--- src/rtl/sensor_conditioner_if.sv ---
// Sensor-side bundle for sensor_conditioner: the four synchronised active-low
// raw inputs and the cleaned event/period outputs handed on to comp_core.
interface sensor_conditioner_if #(
  parameter int unsigned PERIOD_W = 16
);
  logic                nFork;
  logic                nCrank;
  logic                nMode;
  logic                nTrip;
  logic                ForkPulse;
  logic [PERIOD_W-1:0] ForkPeriod;
  logic                ForkValid;
  logic                CrankPulse;
  logic [PERIOD_W-1:0] CrankPeriod;
  logic                CrankValid;
  logic                ModePress;
  logic                ModeLong;
  logic                TripPress;

  modport master (
    output nFork, nCrank, nMode, nTrip,
    input  ForkPulse, ForkPeriod, ForkValid, CrankPulse, CrankPeriod, CrankValid,
    input  ModePress, ModeLong, TripPress
  );

  modport slave (
    input  nFork, nCrank, nMode, nTrip,
    output ForkPulse, ForkPeriod, ForkValid, CrankPulse, CrankPeriod, CrankValid,
    output ModePress, ModeLong, TripPress
  );
endinterface

--- src/rtl/sensor_conditioner.sv ---
// sensor_conditioner: debounces nFork/nCrank/nMode/nTrip, emits one-cycle
// press events and measures wheel/crank periods in clock cycles.
// Optional feature macro: SENSOR_LONG_PRESS_EN (short/long press split on nMode).
module sensor_conditioner #(
  parameter int unsigned DEB_CYCLES  = 160,
  parameter int unsigned PERIOD_W    = 16,
  parameter int unsigned LONG_CYCLES = 32768
) (
  input  logic               Clock,
  input  logic               nReset,
  sensor_conditioner_if.slave bus
);
  localparam int unsigned DW = $clog2(DEB_CYCLES);
  localparam logic [DW-1:0] DEB_LAST = DW'(DEB_CYCLES - 1);
  localparam logic [PERIOD_W-1:0] CNT_MAX = '1;
  localparam logic [PERIOD_W-1:0] CNT_PRE = {{(PERIOD_W-1){1'b1}}, 1'b0};

  // channel order: 0 fork, 1 crank, 2 mode, 3 trip
  logic [3:0]          raw;
  logic [3:0]          stable;
  logic [3:0]          fall;
  logic [DW-1:0]       deb_cnt [4];
  logic [PERIOD_W-1:0] per_cnt [2];
  logic [PERIOD_W-1:0] period  [2];
  logic [1:0]          valid;
  logic [1:0]          armed;
  logic                fork_pulse;
  logic                crank_pulse;
  logic                trip_press;
  logic                mode_press;
  logic                mode_long;

  assign raw = {bus.nTrip, bus.nMode, bus.nCrank, bus.nFork};

  // Stable value about to fall on this edge (DEB_CYCLES-th differing sample).
  always_comb begin
    fall = '0;
    for (int unsigned i = 0; i < 4; i++) begin
      fall[i] = stable[i] & ~raw[i] & (deb_cnt[i] == DEB_LAST);
    end
  end

  // Debounce: count consecutive samples differing from the accepted level.
  always_ff @(posedge Clock) begin
    if (!nReset) begin
      stable <= '1;
      for (int unsigned i = 0; i < 4; i++) deb_cnt[i] <= '0;
    end else begin
      for (int unsigned i = 0; i < 4; i++) begin
        if (raw[i] == stable[i]) begin
          deb_cnt[i] <= '0;
        end else if (deb_cnt[i] == DEB_LAST) begin
          stable[i]  <= raw[i];
          deb_cnt[i] <= '0;
        end else begin
          deb_cnt[i] <= deb_cnt[i] + 1'b1;
        end
      end
    end
  end

  // Period measurement for fork and crank. A pulse landing on the saturating
  // edge (cnt == max-1) is treated as a first pulse, so Valid needs cnt < max-1.
  always_ff @(posedge Clock) begin
    if (!nReset) begin
      valid <= '0;
      armed <= '0;
      for (int unsigned i = 0; i < 2; i++) begin
        per_cnt[i] <= '0;
        period[i]  <= '0;
      end
    end else begin
      for (int unsigned i = 0; i < 2; i++) begin
        if (fall[i]) begin
          per_cnt[i] <= PERIOD_W'(1);
          armed[i]   <= 1'b1;
          if (armed[i] && (per_cnt[i] < CNT_PRE)) begin
            period[i] <= per_cnt[i];
            valid[i]  <= 1'b1;
          end else begin
            valid[i]  <= 1'b0;
          end
        end else if (per_cnt[i] != CNT_MAX) begin
          per_cnt[i] <= per_cnt[i] + 1'b1;
          if (per_cnt[i] == CNT_PRE) begin
            valid[i] <= 1'b0;
            armed[i] <= 1'b0;
          end
        end
      end
    end
  end

  // Registered single-cycle press events for fork, crank and trip.
  always_ff @(posedge Clock) begin
    if (!nReset) begin
      fork_pulse  <= 1'b0;
      crank_pulse <= 1'b0;
      trip_press  <= 1'b0;
    end else begin
      fork_pulse  <= fall[0];
      crank_pulse <= fall[1];
      trip_press  <= fall[3];
    end
  end

`ifdef SENSOR_LONG_PRESS_EN
  localparam int unsigned HW = $clog2(LONG_CYCLES + 1);
  localparam logic [HW-1:0] HOLD_LAST = HW'(LONG_CYCLES);

  logic [HW-1:0] hold;
  logic          marked;
  logic          mode_rise;

  assign mode_rise = ~stable[2] & raw[2] & (deb_cnt[2] == DEB_LAST);

  // Hold timer: long press fires once at LONG_CYCLES, short press on release.
  always_ff @(posedge Clock) begin
    if (!nReset) begin
      hold       <= '0;
      marked     <= 1'b0;
      mode_press <= 1'b0;
      mode_long  <= 1'b0;
    end else begin
      mode_press <= 1'b0;
      mode_long  <= 1'b0;
      if (fall[2]) begin
        hold   <= HW'(1);
        marked <= 1'b0;
      end else if (mode_rise) begin
        mode_press <= ~marked;
        hold       <= '0;
      end else if (!stable[2] && (hold != HOLD_LAST)) begin
        hold <= hold + 1'b1;
        if (hold + 1'b1 == HOLD_LAST) begin
          mode_long <= 1'b1;
          marked    <= 1'b1;
        end
      end
    end
  end
`else
  // Mode button behaves exactly like the trip button.
  always_ff @(posedge Clock) begin
    if (!nReset) mode_press <= 1'b0;
    else         mode_press <= fall[2];
  end

  assign mode_long = 1'b0;
`endif

  assign bus.ForkPulse   = fork_pulse;
  assign bus.ForkPeriod  = period[0];
  assign bus.ForkValid   = valid[0];
  assign bus.CrankPulse  = crank_pulse;
  assign bus.CrankPeriod = period[1];
  assign bus.CrankValid  = valid[1];
  assign bus.ModePress   = mode_press;
  assign bus.ModeLong    = mode_long;
  assign bus.TripPress   = trip_press;
endmodule
--- src/flat_wrapper.sv ---
// flat-port wrapper written by rule: the top's interface ports become plain ports
module sensor_conditioner_flat 
#(
  parameter int unsigned DEB_CYCLES  = 160,
  parameter int unsigned PERIOD_W    = 16,
  parameter int unsigned LONG_CYCLES = 32768
)
  (Clock, nReset, bus_nFork, bus_nCrank, bus_nMode, bus_nTrip, bus_ForkPulse, bus_ForkPeriod, bus_ForkValid, bus_CrankPulse, bus_CrankPeriod, bus_CrankValid, bus_ModePress, bus_ModeLong, bus_TripPress);
  sensor_conditioner_if #(.PERIOD_W(PERIOD_W)) bus_i ();
  input  logic Clock;
  input  logic nReset;
  input wire logic [$bits(bus_i.nFork)-1:0] bus_nFork;
  input wire logic [$bits(bus_i.nCrank)-1:0] bus_nCrank;
  input wire logic [$bits(bus_i.nMode)-1:0] bus_nMode;
  input wire logic [$bits(bus_i.nTrip)-1:0] bus_nTrip;
  output wire logic [$bits(bus_i.ForkPulse)-1:0] bus_ForkPulse;
  output wire logic [$bits(bus_i.ForkPeriod)-1:0] bus_ForkPeriod;
  output wire logic [$bits(bus_i.ForkValid)-1:0] bus_ForkValid;
  output wire logic [$bits(bus_i.CrankPulse)-1:0] bus_CrankPulse;
  output wire logic [$bits(bus_i.CrankPeriod)-1:0] bus_CrankPeriod;
  output wire logic [$bits(bus_i.CrankValid)-1:0] bus_CrankValid;
  output wire logic [$bits(bus_i.ModePress)-1:0] bus_ModePress;
  output wire logic [$bits(bus_i.ModeLong)-1:0] bus_ModeLong;
  output wire logic [$bits(bus_i.TripPress)-1:0] bus_TripPress;
  assign bus_i.nFork = bus_nFork;
  assign bus_i.nCrank = bus_nCrank;
  assign bus_i.nMode = bus_nMode;
  assign bus_i.nTrip = bus_nTrip;
  assign bus_ForkPulse = bus_i.ForkPulse;
  assign bus_ForkPeriod = bus_i.ForkPeriod;
  assign bus_ForkValid = bus_i.ForkValid;
  assign bus_CrankPulse = bus_i.CrankPulse;
  assign bus_CrankPeriod = bus_i.CrankPeriod;
  assign bus_CrankValid = bus_i.CrankValid;
  assign bus_ModePress = bus_i.ModePress;
  assign bus_ModeLong = bus_i.ModeLong;
  assign bus_TripPress = bus_i.TripPress;
  sensor_conditioner #(.DEB_CYCLES(DEB_CYCLES), .PERIOD_W(PERIOD_W), .LONG_CYCLES(LONG_CYCLES)) u_core (.Clock(Clock), .nReset(nReset), .bus(bus_i));
endmodule
--- config.mk ---
export PLATFORM = sky130hd
export DESIGN_NAME = sensor_conditioner_flat
export DESIGN_NICKNAME = d
export VERILOG_FILES = /design/src/rtl/sensor_conditioner_if.sv /design/src/rtl/sensor_conditioner.sv /design/src/flat_wrapper.sv
export SDC_FILE = /design/constraint.sdc
export NUM_CORES = 1
export LEC_CHECK = 0
export ABC_AREA = 1
export CAP_MARGIN = 40
export CORE_UTILIZATION = 40
export CTS_BUF_LIST = sky130_fd_sc_hd__clkbuf_16
export DETAILED_ROUTE_END_ITERATION = 12
export GPL_TIMING_DRIVEN = 0
export PLACE_DENSITY = 0.55
export SLEW_MARGIN = 10
export SYNTH_ARGS = -nofsm -noshare
export SYNTH_HDL_FRONTEND = slang
export SYNTH_SLANG_ARGS = --single-unit
--- constraint.sdc ---
create_clock -name Clock -period 4.88 [get_ports Clock]
set_clock_uncertainty 0.1 [all_clocks]
set_input_delay 0.976 -clock Clock [delete_from_list [all_inputs] [get_ports Clock]]
set_output_delay 0.976 -clock Clock [all_outputs]
set_load 0.01 [all_outputs]
==> results of run 1 <==
[worst paths after layout]
path,slack [ns],startpoint,endpoint,depth (start not counted)
worst max-delay path,1.93,bus_nFork,u_core.period[0][6],8
worst min-delay path,0.37,u_core.armed[1],u_core.armed[1],2
worst max register to register,2.29,u_core.per_cnt[0][0],u_core.per_cnt[0][5],6
worst min register to register,0.37,u_core.armed[1],u_core.armed[1],2
[worst max-delay path, stage by stage]
cell,delay [ns]
sky130_fd_sc_hd__clkdlybuf4s50_1,0.42
sky130_fd_sc_hd__inv_1,0.07
sky130_fd_sc_hd__ha_1,0.21
sky130_fd_sc_hd__nand3_4,0.13
sky130_fd_sc_hd__nor2_4,0.12
sky130_fd_sc_hd__nand3_4,0.15
sky130_fd_sc_hd__buf_6,0.20
sky130_fd_sc_hd__nand2_1,0.55
[cell type report]
cell class / instances / area, sq um
fillers: 1279 / 6800
flip-flops and latches: 108 / 3120
multi-input cells: 395 / 2140
repair buffers: 42 / 420
inverters: 76 / 285
clock buffers: 9 / 225
well taps: 176 / 220
plain buffers: 12 / 104
clock inverters: 7 / 35.0
[layer usage]
layer / global-route usage / share of wire / up-vias / wire [microns]
li1: - / - / 2025 / -
met1: 0.214 / 0.49 / 1779 / 5060
met2: 0.245 / 0.45 / 69 / 4590
met3: 0.0292 / 0.032 / 14 / 330
met4: 0.0844 / 0.024 / 0 / 246
met5: 0 / 0 / - / 0
[where the power goes]
group / internal [mW] / switching [mW]
Clock: 0.339 / 0.326
Sequential: 1.05 / 0.0308
Combinational: 0.0492 / 0.0765
Total: 1.44 / 0.433
[placed cells by master (no fill, tap or decap), types with 16 or more instances in the layout]
cell	n
sky130_fd_sc_hd__nand3_1	38
sky130_fd_sc_hd__xor2_1	16
sky130_fd_sc_hd__a21oi_1	23
sky130_fd_sc_hd__a21oi_2	29
sky130_fd_sc_hd__inv_1	75
sky130_fd_sc_hd__clkdlybuf4s50_1	42
sky130_fd_sc_hd__edfxtp_1	96
sky130_fd_sc_hd__nor2_1	75
sky130_fd_sc_hd__conb_1	33
sky130_fd_sc_hd__nand2_1	100
[registers in the layout, summed over array words and instances (netlist names)]
| signal | cells |
|---|---|
| u_core.stable | 4 |
| u_core.deb_cnt | 32 |
| u_core.bus.CrankPulse | 1 |
| u_core.armed | 2 |
| u_core.period | 32 |
| u_core.bus.ForkPulse | 1 |
| u_core.bus.TripPress | 1 |
| u_core.per_cnt | 32 |
| u_core.valid | 2 |
| u_core.bus.ModePress | 1 |
[logic make-up (layout without fill, tap and decap cells)]
family	after synthesis	count (layout)	synth area share
AND/OR/NAND/NOR	263	263	0.222
flip-flops	108	108	0.566
buffers and inverters	88	146	0.0705
AO/OA/AOI/OAI	68	68	0.0834
XOR/XNOR	19	19	0.0301
adder cells (fa/ha/maj)	12	12	0.0272
other	2	33	0.00136
[per-stage QoR]
stage | total power [mW] | cell area, sq um | worst slack, ns | hold WS (ns)
after global routing | 1.94 | 6550 | 1.74 | 0.405
after global placement | 1.22 | 6280 | 0.626 | 0.355
after floorplan | 1.18 | 5640 | 1.74 | 0.343
final | 1.87 | 6550 | 1.93 | 0.372
after detailed placement | 1.22 | 6290 | 1.52 | 0.367
after CTS | 1.89 | 6550 | 1.89 | 0.377
==> results.md, run 1 <==
- The critical path class is in -> reg.
- The total placed cells including tap cells is ~810.
- The via count is about 3900.
- The share of synthesized area in the top cell type comes to 0.522.
- The die is 119 microns wide.
- The total wire length after detailed routing is between 10000 and 15000 microns.
- The post-synthesis cell type count is 37.
- Of all cell types, the one taking the most synthesized area is sky130_fd_sc_hd__edfxtp_1.
- The most common cell in the synthesized netlist is sky130_fd_sc_hd__nand2_1.
- The clock slew at the register clock pins of the worst setup and hold paths is ~0.070 ns.
- The vertical die dimension is around 120 microns.
- After detailed routing, the average wire length per cell comes to around 12 microns.
- The H-tree was split into 3 levels.
- The final hold violation count is 0.
- The initial antenna violation count is 0.
- The number of slew-limit violations in the final report is 0.
- The number of buffers inserted by hold repair at cts is 0.
- Adding up every negative setup slack in the final design gives 0 ns.
- The run finished with clean final reports.
- The leakage power summed over all cells is 2.44 nW.
- The clock tree from TritonCTS is done.
- The setup fix buffers added after clock tree synthesis is 0.
- The number of enable-type register cells in the synthesized netlist is 96.
- The global-route wire length before repair is approximately 18000 microns.
- The layout cell share with drive strength beyond 1 is 0.119.
- The clock sink count is 108.
- For this configuration, the core starts out at a cell density of 0.414.
- Post-CTS repair changed the size of 0 cells.
- Dividing total power by cell area gives a power density of roughly 290 mW/mm^2.
- The clock insertion delay at the later pin of the skew report is approximately 0.36 ns.
- The iteration count of the initial detailed-routing pass is 5.
- The sum of overflow across all layers after global routing is 0.
- The area of the die is 0.0143 sq mm.
- The slew at the pin closest to its max-slew limit is a little under 0.9 ns.
- Dividing the final minimum period by the clock period gives 0.605.
- Sorting the synthesized cells by area gives the leading types as sky130_fd_sc_hd__edfxtp_1 52%, sky130_fd_sc_hd__nand2_1 6.8%, sky130_fd_sc_hd__nor2_1 5.1%, sky130_fd_sc_hd__inv_1 5.0%, sky130_fd_sc_hd__a21oi_2 4.6%.
- Port buffering added 42 buffers.
- The number of global-route vias before repair is approximately 3800.
- Sorting the synthesized cells by how often they occur yields 100 x sky130_fd_sc_hd__nand2_1, 96 x sky130_fd_sc_hd__edfxtp_1, 75 x sky130_fd_sc_hd__nor2_1.
- The number of setup violations in the final report is 0.
- The category of the worst setup path capture point is a flip-flop.
- The maximum vdd drop is 155 uV.
- Data on the critical path arrives at its endpoint at ~2.8 ns.
- The required time reported for the critical path endpoint is between 4 and 5 ns.
- In this run the clock root is driven by a sky130_fd_sc_hd__clkbuf_16.
- In this run the count of I/O pins placed on the die edge is between 40 and 50.
- The antenna violation net count after detailed routing is 0.
- The detailed placement HPWL is roughly 7600 microns.
- The peak clock frequency supported by timing is around 340 MHz.
- In this run the worst path has a maximum fanout of 16.
- The cell count after synthesis came out at between 500 and 600.
- The nature of the critical path startpoint is an input port.
- The area of the placeable core is roughly 0.013 sq mm.
- Yosys printed 0 warnings.
- Measured on the finished design, the core utilization comes to 0.491.
- The number of antenna cells inserted is 0.
- In this run the deepest clock path goes through 2 buffers.
- Counting the buffers created by CTS gives 9.
- Across the run, the number of max-cap violations was 0.
- The finished layout holds approximately 830 standard cells, fillers aside.
- The tightest slew margin relative to the limit is 0.421.
- After detailed routing, the number of remaining DRC violations is 0.
- The largest net degree at the start of global routing is 17.
- The synthesis-to-layout area growth is 18.7%.
- The average vias per placed instance is around 4.7.
- The clock period minus worst slack is about 3.0 ns.
- The overall routing resource usage is 0.160.
- The final weighted congestion in routability-driven placement is 0.791.
- In this run the worst hold path is classified as reg -> reg.
- Setup repair after global routing left no endpoint under its margin.
- Of all flip-flops after synthesis, the portion carrying an async set or reset was 0.
- The average cell area after synthesis is around 10 sq um.
- Synthesis inferred 108 register bits.
- In this run, the number of DRC markers left after iteration 0 of detailed routing was between 150 and 200.
- The cell area after synthesis is 0.00552 sq mm.
- The net count of the finished layout is 662.
- The floorplan has between 40 and 50 rows.
- The share of the Yosys chip area taken by registers is 0.566.
- Among all flip-flop cells after synthesis, the most frequent one is sky130_fd_sc_hd__edfxtp_1.
Note: power is estimated with default switching activity, not from simulation.
==> inputs of run 2 (changes only) <==
--- a/config.mk
+++ b/config.mk
@@ -11,7 +11,7 @@
 export CTS_BUF_LIST = sky130_fd_sc_hd__clkbuf_16
 export DETAILED_ROUTE_END_ITERATION = 12
 export GPL_TIMING_DRIVEN = 0
-export PLACE_DENSITY = 0.55
+export PLACE_DENSITY = 0.58
 export SLEW_MARGIN = 10
 export SYNTH_ARGS = -nofsm -noshare
 export SYNTH_HDL_FRONTEND = slang
==> constraint.sdc (replaced) <==
create_clock -name Clock -period 2.7 [get_ports Clock]
set_clock_uncertainty 0.1 [all_clocks]
set_input_delay 0.54 -clock Clock [delete_from_list [all_inputs] [get_ports Clock]]
set_output_delay 0.54 -clock Clock [all_outputs]
set_load 0.01 [all_outputs]
==> run 2 against run 1 <==
Die area unchanged; sequential power increased by 81%; first-iteration DRC count rose by 25%; sequential cell count is the same; design area increased by 0.52%; power is 85% higher; critical path type unchanged; final cell count stayed put; clock-buffer cell count did not move; via count fell by 0.49%; critical endpoint is now u_core.period[0][7]; clock power rose by 92%.
==> results.md, run 2 (same netlist as run 1, synthesis figures left out) <==
- Run status: complete, no violations (unchanged).
- The number of slew-limit violations in the final report is 0 (unchanged).
- The synthesis-to-layout area growth was 19.3% (was 18.7%).
- The I/O pin count came to 45 (unchanged).
- The endpoint arrival time on the critical path came to 2.43 ns (was 2.84 ns).
- The tightest slew margin relative to the limit is 0.473 (was 0.421).
- The total of fill cells in the finished design is 1282 (was 1279).
- The worst slack on hold paths came to 0.372 ns (about the same).
- The area of all sequential standard cells is 0.00312 sq mm (unchanged).
- The library cell used as clock root buffer is sky130_fd_sc_hd__clkbuf_16 (unchanged).
- The final design utilization is 0.493 (was 0.491).
- The maximum vdd drop is 325 uV (was 155 uV).
- The iteration count of the initial detailed-routing pass came to 4 (was 5).
- The sum of overflow across all layers after global routing is 0 (unchanged).
- The slew at the pin closest to its max-slew limit is 0.790 ns (was 0.866 ns).
- The buffer and inverter count on the worst path came to 3 (unchanged).
- The clock tree from TritonCTS was done (unchanged).
- The antenna violation net count after detailed routing is 0 (unchanged).
- The count of input and output buffers was 42 (unchanged).
- The family of cells with the greatest summed delay on the critical path is simple AND/OR/NAND/NOR gates (unchanged).
- The number of buffers on the longest clock path came to 2 (unchanged).
- The average vias per placed instance came to 4.69 (was 4.71).
- The number of buffers created by CTS is 9 (unchanged).
- The clock insertion delay at the later pin of the skew report is 0.35 ns (was 0.36 ns).
- The area of the die is 0.0143 sq mm (unchanged).
- The worst path needs about 2.5 ns of the cycle, external delays included.
- The clock slew at the register clock pins of the worst setup and hold paths was 0.07 ns (about the same).
- The critical path class is in -> reg (unchanged).
- RSZ-0062 raised after global routing: false (unchanged).
- The final hold violation count came to 0 (unchanged).
- The final-stage net count is 662 (unchanged).
- The number of standard-cell rows in the floorplan is 42 (unchanged).
- The layout cell share with drive strength beyond 1 came to 0.125 (was 0.119).
- The total DRC errors in the routed layout is 0 (unchanged).
- The DRC violation total after the first TritonRoute iteration was 212 (was 170).
- The most used cell along the critical path is sky130_fd_sc_hd__nand3_4 (unchanged).
- The biggest fanout along the worst timing path came to 16 (unchanged).
- The average wire per standard cell is 12.2 microns (was 12.4 microns).
- The portion of the clock cycle consumed by the worst path in the final layout is 0.943.
- The number of global-route vias before repair is 3847 (was 3805).
- The via count is 3868 (was 3887).
- The class of the most critical hold timing path is reg -> reg (unchanged).
- The number of setup violations in the final report is 0 (unchanged).
- The category of the worst setup path capture point is a flip-flop (unchanged).
- Worst-path cell chain: clkdlybuf4s50_1 > inv_1 > ha_1 > nand3_4 > nor2_4 > nand3_4 > buf_6 > nand2_1 (unchanged).
- The largest net degree at the start of global routing is 17 (unchanged).
- The final weighted congestion in routability-driven placement is 0.829 (was 0.791).
- The vertical die dimension was 119 microns (unchanged).
- The number of maximum-capacitance violations is 0 (unchanged).
- The starting density of the core is 0.414 (unchanged).
- The nature of the critical path startpoint is an input port (unchanged).
- The required time reported for the critical path endpoint came to 2.58 ns (was 4.77 ns).
- The overall die width came to 119 microns (unchanged).
- The most common cell after layout, fill and taps aside is sky130_fd_sc_hd__nand2_1 (unchanged).
- The largest stage delay on the critical path is 0.55 ns (about the same).
- The number of antenna cells inserted is 0 (unchanged).
- The area of the multi-input gates is 0.00215 sq mm (was 0.00214 sq mm).
- The clock sink count is 108 (unchanged).
- The initial antenna violation count is 0 (unchanged).
- The setup fix buffers added after clock tree synthesis was 0 (unchanged).
- Top library cells by usage in the layout, fill and taps aside: 100 x sky130_fd_sc_hd__nand2_1, 96 x sky130_fd_sc_hd__edfxtp_1, 75 x sky130_fd_sc_hd__nor2_1, 74 x sky130_fd_sc_hd__inv_1, 42 x sky130_fd_sc_hd__clkdlybuf4s50_1 (was 100 x sky130_fd_sc_hd__nand2_1, 96 x sky130_fd_sc_hd__edfxtp_1, 75 x sky130_fd_sc_hd__inv_1, 75 x sky130_fd_sc_hd__nor2_1, 42 x sky130_fd_sc_hd__clkdlybuf4s50_1).
- The detailed placement HPWL is 7430 microns (was 7560 microns).
- The area of the placeable core was 0.0133 sq mm (unchanged).
- The overall routing resource usage was 0.153 (was 0.160).
- The total of cells resized after clock tree synthesis came to 0 (unchanged).
- The leakage power summed over all cells is 2.46 nW (was 2.44 nW).
- The global-route wire length before repair is 17300 microns (was 17800 microns).
- The level count of the clock H-tree is 3 (unchanged).
- The peak clock frequency supported by timing is about 390 MHz.
- The total wire length after detailed routing was 10100 microns (was 10200 microns).
- Leading registers by flop count: u_core.deb_cnt (32), u_core.per_cnt (32), u_core.period (32) (unchanged).
- The total power density per cell area is 525 mW/mm^2 (was 285 mW/mm^2).
- The number of buffers inserted by hold repair at cts came to 0 (unchanged).
- The highest-delay cell along the critical path is sky130_fd_sc_hd__nand2_1 (unchanged).
## run 2: cell types whose count changed in the layout (fill, tap and decap cells not counted)
cell / before / now
sky130_fd_sc_hd__inv_6: 1 / 0
sky130_fd_sc_hd__nand3_1: 38 / 36
sky130_fd_sc_hd__bufinv_16: 0 / 1
sky130_fd_sc_hd__clkinv_1: 3 / 2
sky130_fd_sc_hd__inv_1: 75 / 74
sky130_fd_sc_hd__nand3_2: 1 / 3
sky130_fd_sc_hd__clkinv_2: 0 / 2
## run 2: layout make-up
class	count	share of cell area
Inverter	76	0.0433
Multi-Input combinational cell	395	0.326
Timing Repair Buffer	42	0.0638
Buffer	12	0.0158
Clock buffer	9	0.0342
Tap cell	176	0.0334
Sequential cell	108	0.474
Clock inverter	7	0.00893
## run 2: metrics by stage
stage / total power [mW] / TNS, ns / setup slack (ns) / area (sq um) / instances
2_1_floorplan: 2.12 / 0 / 0.447 / 5640 / 591
3_3_place_gp: 2.21 / -12.96 / -0.374 / 6280 / 809
3_5_place_dp: 2.21 / -10.47 / -0.238 / 6290 / 809
4_1_cts: 3.50 / 0 / 0.130 / 6580 / 825
5_1_grt: 3.59 / 0 / 0.0439 / 6590 / 825
6_report: 3.46 / 0 / 0.155 / 6590 / 825
## run 2: layer usage
layer / part of all wire / up-vias / track usage
met4: 0.014 / 0 / 0.0516
met5: 0 / - / 0
met3: 0.041 / 11 / 0.0402
met1: 0.48 / 1778 / 0.190
met2: 0.47 / 69 / 0.257
li1: - / 2010 / -
## run 2: worst min-delay path, delay by kind of cell, from the launching register on
family        cells  cell delay, ns
flops             1            0.31
simple gates      2            0.12
## run 2: path summary, 6_finish.rpt
| check | startpoint | end | slack, ns | depth (start not counted) |
|---|---|---|---|---|
| min reg2reg | u_core.armed[1] | u_core.armed[1] | 0.37 | 2 |
| max | bus_nFork | u_core.period[0][7] | 0.16 | 8 |
| min | u_core.armed[1] | u_core.armed[1] | 0.37 | 2 |
| max reg2reg | u_core.deb_cnt[0][0] | u_core.period[0][7] | 0.22 | 8 |
## run 2: report_power, final
group	switching, mW	internal [mW]
Combinational	0.139	0.0897
Clock	0.577	0.706
Sequential	0.0548	1.89
==> inputs of run 3 (changes only) <==
--- a/config.mk
+++ b/config.mk
@@ -7,8 +7,10 @@
 export LEC_CHECK = 0
 export ABC_AREA = 1
 export CAP_MARGIN = 40
+export CORE_ASPECT_RATIO = 1.75
 export CORE_UTILIZATION = 40
 export CTS_BUF_LIST = sky130_fd_sc_hd__clkbuf_16
+export CTS_CLUSTER_SIZE = 24
 export DETAILED_ROUTE_END_ITERATION = 12
 export GPL_TIMING_DRIVEN = 0
 export PLACE_DENSITY = 0.58
==> run 3 against run 2 <==
Sequential cell count stayed put; final cell count is 0.12% lower; power is 4.0% higher; sequential power hardly changed; fmax is 1.7% higher; die area is 0.13% higher; global-route usage hardly changed; combinational power hardly changed; largest cell class unchanged; sequential share of layout area is 0.19 points lower; clock-buffer cell count stayed put; setup slack better by 0.043 ns; register-to-register slack worse by 0.02 ns; largest power group unchanged; highest routed layer unchanged.
==> results.md, run 3 (same netlist as run 1, synthesis figures left out) <==
- Run status: complete, no violations (unchanged).
- The initial antenna violation count came to 0 (unchanged).
- The launching point of the worst reg2reg path is u_core.per_cnt[0][1] (was u_core.deb_cnt[0][0]).
- The portion of the clock cycle consumed by the worst path in the final layout was 0.927 (was 0.943).
- The number of buffers on the longest clock path was 2 (unchanged).
- The antenna violation net count after detailed routing is 0 (unchanged).
- The sum of overflow across all layers after global routing came to 0 (unchanged).
- The largest net degree at the start of global routing is 19 (was 17).
- The level count of the clock H-tree is 3 (unchanged).
- The number of antenna cells inserted came to 0 (unchanged).
- The endpoint arrival time on the critical path is 2.27 ns (was 2.43 ns).
- The DRC violation total after the first TritonRoute iteration is 204 (was 212).
- The total of fill cells in the finished design is 1276 (was 1282).
- The number of standard-cell rows in the floorplan is 56 (was 42).
- The total wire length after detailed routing is 10200 microns (was 10100 microns).
- The sequential group share of total power is 0.541 (was 0.563).
- The top layer reached by signal wires is met4 (unchanged).
- The startpoint of the worst hold path is u_core.armed[0] (was u_core.armed[1]).
- The critical path class is reg -> reg (was in -> reg).
- The overall routing resource usage was 0.153 (about the same).
- The most common cell after layout, fill and taps aside is sky130_fd_sc_hd__nand2_1 (unchanged).
- The class of the most critical hold timing path was reg -> reg (unchanged).
- The slew at the pin closest to its max-slew limit is 0.843 ns (was 0.790 ns).
- The met1 layer wirelength in the final routing is 4250 microns (was 4820 microns).
- The setup fix buffers added after clock tree synthesis is 0 (unchanged).
- The leakage power summed over all cells came to 2.47 nW (was 2.46 nW).
- The final-stage net count is 663 (was 662).
- The required time reported for the critical path endpoint is 2.47 ns (was 2.58 ns).
- The number of buffers inserted by hold repair at cts is 0 (unchanged).
- The relative contribution of the clock network to total power was 0.396 (was 0.371).
- The fraction of power consumed by combinational cells is 0.063 (was 0.066).
- The total placed cells including tap cells was 808 (was 809).
- The starting density of the core is 0.410 (was 0.414).
- The number of global-route vias before repair is 3901 (was 3847).
- The number of slew-limit violations in the final report came to 0 (unchanged).
- The peak clock frequency supported by timing is 400 MHz (was 393 MHz).
- The total DRC errors in the routed layout is 0 (unchanged).
- The average vias per placed instance is 4.71 (was 4.69).
- The clock tree from TritonCTS was done (unchanged).
- The count of input and output buffers is 42 (unchanged).
- The nature of the critical path startpoint is a flip-flop (was input port).
- The sum of negative setup slack is 0 ns (unchanged).
- The library cell used as clock root buffer is sky130_fd_sc_hd__clkbuf_16 (unchanged).
- The vertical die dimension came to 157 microns (was 119 microns).
- The total of cells resized after clock tree synthesis is 0 (unchanged).
- The layout cell share with drive strength beyond 1 is 0.128 (was 0.125).
- The detailed route wirelength on metal3 is 321 microns (was 418 microns).
- The share of total power consumed by net switching came to 0.222 (was 0.223).
- The via count was 3884 (was 3868).
- The number of maximum-capacitance violations is 0 (unchanged).
- The detailed placement HPWL came to 7780 microns (was 7430 microns).
- RSZ-0062 raised after global routing: false (unchanged).
- The category of the worst setup path capture point is a flip-flop (unchanged).
- The I/O pin count is 45 (unchanged).
- The total internal power is 2.80 mW (was 2.69 mW).
- The clock period minus worst slack was 2.50 ns (was 2.54 ns).
- Leading registers by flop count: u_core.deb_cnt (32), u_core.per_cnt (32), u_core.period (32) (unchanged).
- The average wire per standard cell is 12.4 microns (was 12.2 microns).
- The clock sink count is 108 (unchanged).
- The number of buffers created by CTS came to 9 (unchanged).
- The net switching power figure is 0.797 mW (was 0.771 mW).
- The tightest slew margin relative to the limit is 0.436 (was 0.473).
- Top library cells by usage in the layout, fill and taps aside: 100 x sky130_fd_sc_hd__nand2_1, 96 x sky130_fd_sc_hd__edfxtp_1, 75 x sky130_fd_sc_hd__nor2_1, 73 x sky130_fd_sc_hd__inv_1, 42 x sky130_fd_sc_hd__clkdlybuf4s50_1 (was 100 x sky130_fd_sc_hd__nand2_1, 96 x sky130_fd_sc_hd__edfxtp_1, 75 x sky130_fd_sc_hd__nor2_1, 74 x sky130_fd_sc_hd__inv_1, 42 x sky130_fd_sc_hd__clkdlybuf4s50_1).
- The global-route wire length before repair came to 17400 microns (was 17300 microns).
- The total power density per cell area is 544 mW/mm^2 (was 525 mW/mm^2).
- The source of the critical timing path is u_core.per_cnt[0][1] (was bus_nFork).
- The clock insertion delay at the later pin of the skew report is 0.36 ns (was 0.35 ns).
- The biggest fanout along the worst timing path is 16 (unchanged).
- The post-layout instance count excluding filler cells is 824 (was 825).
- The placed standard-cell area came to 0.00629 sq mm (about the same).
- The synthesis-to-layout area growth is 19.8% (was 19.3%).
- The final hold violation count came to 0 (unchanged).
- The number of setup violations in the final report is 0 (unchanged).
- The overall die width is 90.8 microns (was 119 microns).
- The maximum vdd drop was 326 uV (was 325 uV).
- The final weighted congestion in routability-driven placement is 0.848 (was 0.829).
- The area of the die is 0.0143 sq mm (about the same).
- The final instance area is 0.00661 sq mm (was 0.00659 sq mm).
- The iteration count of the initial detailed-routing pass was 4 (unchanged).
- The total length of routed met2 wires is 5370 microns (was 4710 microns).
- The clock slew at the register clock pins of the worst setup and hold paths is 0.07 ns (about the same).
- The area of the placeable core is 0.0135 sq mm (was 0.0133 sq mm).
run 3: path summary, 6_finish.rpt:
check,endpoint,depth (start not counted),slack (ns)
max,u_core.per_cnt[0][0],6,0.20
min,u_core.armed[0],2,0.37
min reg2reg,u_core.armed[0],2,0.37
max reg2reg,u_core.per_cnt[0][0],6,0.20
run 3: layout make-up:
class,count,area (sq um),share of cell area
clock buffer,9,225,0.0341
multi-input combinational,395,2130,0.322
sequential,108,3120,0.472
inverter,76,285,0.0431
clock inverter,7,98.8,0.0150
buffer,12,104,0.0157
tap,174,218,0.0329
timing repair buffer,43,428,0.0647
run 3: power groups by stage:
stage	sequential, mW	combinational, mW	clock (mW)
finish	1.95	0.227	1.42
CTS	1.95	0.229	1.46
floorplan	1.98	0.143	0
global placement	1.98	0.222	0
detailed placement	1.99	0.227	0
global route	1.96	0.260	1.51
run 3: through the flow:
stage                     setup slack [ns]  total power [mW]   util  hold slack, ns
after CTS                            0.176              3.64  0.491           0.367
after detailed placement            -0.125              2.21  0.467           0.358
after floorplan                      0.447              2.12      -           0.343
after global placement              -0.250              2.20  0.467           0.354
after global routing                0.0204              3.73  0.491           0.387
final                                0.198              3.60  0.491           0.368
run 3: layer usage:
metal	GRT usage	vias up
met1	0.162	1782
li1	-	2013
met4	0.0673	0
met5	0	-
met2	0.290	73
met3	0.0314	16
run 3: critical path, stage by stage (launching register included):
cell and delay, ns:
sky130_fd_sc_hd__edfxtp_1 0.41, sky130_fd_sc_hd__ha_1 0.19, sky130_fd_sc_hd__inv_1 0.06, sky130_fd_sc_hd__nor2_2 0.23, sky130_fd_sc_hd__nand2_1 0.14, sky130_fd_sc_hd__o21ai_0 0.26
sky130_fd_sc_hd__nand3_1 0.62
